[config.mk]
export PLATFORM = sky130hd
export DESIGN_NAME = sb_commit_queue
export DESIGN_NICKNAME = d
export VERILOG_FILES = /design/src/rtl/sb_commit_queue.sv
export SDC_FILE = /design/constraint.sdc
export NUM_CORES = 1
export LEC_CHECK = 0
export ABC_AREA = 1
export CAP_MARGIN = 20
export CORE_UTILIZATION = 30
export CTS_CLUSTER_DIAMETER = 200
export CTS_CLUSTER_SIZE = 10
export DETAILED_ROUTE_END_ITERATION = 6
export PLACE_DENSITY = 0.5
export REMOVE_ABC_BUFFERS = 1
export SYNTH_ARGS = -nofsm -noshare
export SYNTH_HDL_FRONTEND = slang
export SYNTH_SLANG_ARGS = --single-unit
export TNS_END_PERCENT = 1
[constraint.sdc]
create_clock -name clk_i -period 2.4 [get_ports clk_i]
set_clock_uncertainty 0.15 [all_clocks]
set_input_delay 0.36 -clock clk_i [delete_from_list [all_inputs] [get_ports clk_i]]
set_output_delay 0.36 -clock clk_i [all_outputs]
set_load 0.05 [all_outputs]
[src/rtl/sb_commit_queue.sv]
// In-order issue/commit tracking queue: allocates transaction IDs at issue, captures
// out-of-order writebacks and hands completed entries to commit in program order.
module sb_commit_queue #(
   parameter int NR_ENTRIES    = 4,
   parameter int XLEN          = 32,
   parameter int TRANS_ID_BITS = $clog2(NR_ENTRIES)
) (
   input  logic                             clk_i,
   input  logic                             rst_i,
   input  logic                             flush_i,
   input  logic                             issue_valid_i,
   output logic                             issue_ready_o,
   input  logic [XLEN-1:0]                  issue_pc_i,
   input  logic [4:0]                       issue_rd_i,
   output logic [TRANS_ID_BITS-1:0]         issue_trans_id_o,
   input  logic                             wb_valid_i,
   input  logic [TRANS_ID_BITS-1:0]         wb_trans_id_i,
   input  logic [XLEN-1:0]                  wb_result_i,
   input  logic                             wb_exception_i,
   output logic                             commit_valid_o,
   input  logic                             commit_ack_i,
   output logic [XLEN-1:0]                  commit_pc_o,
   output logic [4:0]                       commit_rd_o,
   output logic [XLEN-1:0]                  commit_result_o,
   output logic                             commit_exception_o,
   output logic [$clog2(NR_ENTRIES+1)-1:0]  count_o
);

   localparam int PTR_W = TRANS_ID_BITS + 1;
   localparam int CNT_W = $clog2(NR_ENTRIES + 1);

   logic [NR_ENTRIES-1:0] issued_q, issued_d;
   logic [NR_ENTRIES-1:0] done_q, done_d;
   logic [NR_ENTRIES-1:0] ex_q, ex_d;
   logic [XLEN-1:0]       pc_q [NR_ENTRIES];
   logic [XLEN-1:0]       pc_d [NR_ENTRIES];
   logic [XLEN-1:0]       result_q [NR_ENTRIES];
   logic [XLEN-1:0]       result_d [NR_ENTRIES];
   logic [4:0]            rd_q [NR_ENTRIES];
   logic [4:0]            rd_d [NR_ENTRIES];
   logic [PTR_W-1:0]      head_q, head_d;
   logic [PTR_W-1:0]      tail_q, tail_d;

   logic [TRANS_ID_BITS-1:0] head_idx;
   logic [TRANS_ID_BITS-1:0] tail_idx;
   logic [PTR_W-1:0]         ptr_diff;
   logic                     full;
   logic                     issue_fire;
   logic                     commit_fire;
   logic                     wb_fire;

   assign head_idx = head_q[TRANS_ID_BITS-1:0];
   assign tail_idx = tail_q[TRANS_ID_BITS-1:0];
   assign ptr_diff = tail_q - head_q;
   assign full     = (head_idx == tail_idx) && (head_q[TRANS_ID_BITS] != tail_q[TRANS_ID_BITS]);

   // Ready looks only at registered pointers, so a full queue refuses issue even while retiring.
   assign issue_ready_o      = ~full;
   assign issue_trans_id_o   = tail_idx;
   assign count_o            = CNT_W'(ptr_diff);
   assign commit_valid_o     = issued_q[head_idx] & done_q[head_idx];
   assign commit_pc_o        = pc_q[head_idx];
   assign commit_rd_o        = rd_q[head_idx];
   assign commit_result_o    = result_q[head_idx];
   assign commit_exception_o = ex_q[head_idx];

   assign issue_fire  = issue_valid_i & ~full;
   assign commit_fire = commit_valid_o & commit_ack_i;
   // The tail slot is never issued while not full, so same-cycle issue+writeback is dropped here.
   assign wb_fire     = wb_valid_i & issued_q[wb_trans_id_i];

   always_comb begin
      issued_d = issued_q;
      done_d   = done_q;
      ex_d     = ex_q;
      pc_d     = pc_q;
      rd_d     = rd_q;
      result_d = result_q;
      head_d   = head_q;
      tail_d   = tail_q;

      if (flush_i) begin
         issued_d = '0;
         done_d   = '0;
         head_d   = '0;
         tail_d   = '0;
      end else begin
         if (wb_fire) begin
            done_d[wb_trans_id_i]   = 1'b1;
            ex_d[wb_trans_id_i]     = wb_exception_i;
            result_d[wb_trans_id_i] = wb_result_i;
         end
         if (commit_fire) begin
            issued_d[head_idx] = 1'b0;
            head_d             = head_q + PTR_W'(1);
         end
         if (issue_fire) begin
            issued_d[tail_idx] = 1'b1;
            done_d[tail_idx]   = 1'b0;
            ex_d[tail_idx]     = 1'b0;
            pc_d[tail_idx]     = issue_pc_i;
            rd_d[tail_idx]     = issue_rd_i;
            tail_d             = tail_q + PTR_W'(1);
         end
      end
   end

   always_ff @(posedge clk_i) begin
      if (rst_i) begin
         issued_q <= '0;
         done_q   <= '0;
         ex_q     <= '0;
         pc_q     <= '{default: '0};
         rd_q     <= '{default: '0};
         result_q <= '{default: '0};
         head_q   <= '0;
         tail_q   <= '0;
      end else begin
         issued_q <= issued_d;
         done_q   <= done_d;
         ex_q     <= ex_d;
         pc_q     <= pc_d;
         rd_q     <= rd_d;
         result_q <= result_d;
         head_q   <= head_d;
         tail_q   <= tail_d;
      end
   end

endmodule

==> results by group <==
Status
  – Status: finished, violations left
  – Violated checks: setup timing

Synthesis
  – Area leader, netlist: dfxtp_1
  – Syn_area_per_cell: 6.965 um2
  – Flops & latches, synth: 294
  – Share of the synthesized area in the top cell type: 45.19%
  – Post-Syn Area: 13020 um2
  – Post-synth EDFFs: 0
  – Post-synthesis sequential area ratio: 45.19%
  – Post-synth ARST share: 0%
  – Cells after Synth: 1870
  – Synth area leaders: dfxtp_1 45%, nand2_1 13%, nor2_1 12%, o21ai_0 7.6%, a21oi_1 6.0%
  – Synth cell types: 32
  – Synth warn: 0
  – Main synth FF type: dfxtp_1

Power
  – Pwr Density: 592.9 nW/um2
  – Seq pwr share: 47.5%
  – Comb pwr share: 8.2%
  – Max VDD drop: 0.3670 mV
  – Clk pwr share: 44.4%
  – Sw Share: 24.55%
  – Psw: 2570 uW
  – Int Pwr: 7897 uW
  – Pleak: 0.007290 uW

Clock tree
  – Clock tree buffer depth: 3
  – H-tree levels: 2
  – Root buffer cell: clkbuf_16
  – Clk_lat worst skew: 0.54 ns
  – CTS tree: yes
  – Clk slew on worst S/H paths: 0.06 ns
  – # clock sinks: 294
  – CTS buffer count: 35

Timing
  – Crit path time final: 2.448 ns
  – Slew HR: 53.25%
  – Fin. Hold Viols: 0
  – Final period utilization: 102.0%
  – RSZ-0062 raised after global routing: yes
  – Final setup margin: -0.04768 ns
  – Final setup fails: 20
  – Max frequency: 408.6 MHz
  – Final Max Slew Viols: 0
  – Worst-Margin Slew: 0.7003 ns

Cells and area
  – Nets: 2072
  – Share of cells above drive strength 1: 14.40%
  – Finished Layout Cells: 2565
  – P&R area growth vs syn: 35.55%

Route
  – ANT nets after route: 0
  – Vias: 12525
  – DRC: 0
  – First drt pass iteration count: 5
  – Via density per instance: 4.883
  – Per-cell routed wire length: 16.70 um
  – Initial DRC Count: 857
  – Final WL: 42.82 mm

Flow run
  – Max-cap violations: 0

Hold path
  – Worst hold-check path type: reg -> reg

Critical path
  – Startpoint types: flop
  – CP max stage cell: dfxtp_4
  – Critical Path RT: 1.89 ns
  – CP cell instances: buf_8 > ha_2 > fa_2 > xnor2_2 > buf_12
  – Slowest stage delay, CP: 0.37 ns
  – Critical Path AT: 1.94 ns
  – Crit Path Class: reg -> out
  – Register-to-register setup slack: 0.24 ns
  – Crit-path leading delay family: adder cells
  – CP bufs+invs: 2
  – Crit. End Element: output port
  – Crit Path Max Fanout: 4

Die
  – Die height: 210.4 um
  – Die ar.: 44250 um2
  – Initial Util: 30.71%
  – Die X: 210.4 um
  – Core area: 42420 um2
  – Site Rows: 75
  – Io pins: 155

Placed design
  – Post-Place Cells: 2505
  – PortBufs: 154
  – Placed wire-length estimate: 23.31 mm
  – Place WS: 0.03789 ns
  – Final Wtd Congestion: 0.7632

Global route
  – Initial antenna violation count: 2
  – First-pass GRT wire length: 66.96 mm
  – Total track usage: 19.17%
  – Number of global-route vias before repair: 11947
  – Overflow after GRT: 0
  – Largest net degree at the start of global routing: 133
## logic make-up (layout without fill, tap and decap cells)
family	after synthesis	after routing	share of synthesized area (%)
AO/OA/AOI/OAI	440	440	17.72
XOR/XNOR	1	1	0.06726
buffers and inverters	225	341	8.348
adder cells (fa/ha/maj)	11	11	1.114
flip-flops	294	294	45.19
AND/OR/NAND/NOR	899	899	27.56
other	0	2	0
## synth_stat cells (2+ instances only)
library cell / count
nand3_4: 5
nor2_2: 2
o22ai_1: 70
buf_4: 21
clkbuf_1: 67
nand4_1: 12
clkbuf_2: 6
o21ai_1: 9
buf_6: 17
inv_1: 85
ha_1: 10
nor2_8: 4
o21ai_0: 199
inv_2: 4
buf_2: 23
nor2_1: 408
nand3_1: 11
a21oi_1: 157
nand2_1: 452
nand4_2: 2
dfxtp_1: 294
o211a_1: 2
## what timing repair did
action / 4_1_cts / 5_1_grt
setup buffers: 7 / 3
hold endpoints to repair: 6 / 0
hold buffers: 1 / 0
pin swaps: 8 / 10
gates resized for setup: 91 / 37
gates cloned: 6 / 1
setup endpoints to repair: 74 / 67
## cell usage in the layout (no fill, tap or decap), drive strengths merged
cell / count
clkbuf: 38
o211a: 2
inv: 92
or2: 1
dfxtp: 294
nand2: 453
diode: 2
a211oi: 1
nor2: 415
clkinv: 2
ha: 10
nand3: 16
nand4: 14
fa: 1
a21boi: 1
a21oi: 158
dlygate4sd3: 1
clkdlybuf4s50: 78
buf: 129
o22ai: 70
xnor2: 1
o21ai: 208
bufbuf: 1
## power groups by stage
stage          Combinational, uW  Clock, uW  Sequential (uW)
2_1_floorplan                307          0             5070
3_3_place_gp                 835          0             5070
3_5_place_dp                 834          0             5070
4_1_cts                      859       4780             4970
5_1_grt                      909       4980             4970
6_report                     853       4640             4970
## per-stage QoR
step	total power [uW]	utilization (%)	TNS [ns]	hold WS (ns)	cell area [um2]
2_1_floorplan	5379	-	-610.14	0.2724	12280
4_1_cts	10610	41.27	-1.520	0.2940	17500
3_3_place_gp	5906	37.37	0	0.2846	15850
6_report	10470	41.63	-0.3695	0.3093	17660
3_5_place_dp	5906	37.37	0	0.2990	15850
5_1_grt	10860	41.61	-2.947	0.3243	17650
## routing by layer
metal	vias to the layer above	track usage, %	wire, um
met1	5935	24.31	19490
met2	313	32.99	20230
met5	-	0	0
li1	6221	-	-
met4	0	5.714	777
met3	56	3.412	2324
## cell type report
class / count / area (um2)
Antenna cell: 2 / 5.005
Clock buffer: 36 / 879.6
Clock inverter: 4 / 35.03
Fill cell: 4305 / 24760
Inverter: 90 / 344.1
Multi-Input combinational cell: 1351 / 6541
Sequential cell: 294 / 5892
Tap cell: 577 / 721.9
Timing Repair Buffer: 211 / 3237
## worst reg2reg max path: stages (launching register included)
cell and delay (ns):
dfxtp_4 0.39, buf_8 0.15, ha_2 0.28, nand2_1 0.08, inv_2 0.05, nand3_4 0.16, nand3_4 0.16, nor2_8 0.26
buf_12 0.21, nand2_1 0.08, a21oi_1 0.13
## path summary, 6_finish.rpt
| kind | startpoint | end | cells past startpoint |
|---|---|---|---|
| worst max register to register | head_q[0] | pc_q[117] | 10 |
| worst min register to register | pc_q[63] | pc_q[63] | 2 |
| worst min-delay path | pc_q[63] | pc_q[63] | 2 |
| worst max-delay path | head_q[0] | count_o[2] | 5 |
## registers in the layout, summed over array words and instances (netlist names)
signal	cells
done_q	4
ex_q	4
head_q	3
issued_q	4
pc_q	128
rd_q	20
result_q	128
tail_q	3
(Power assumes the default switching activity.)
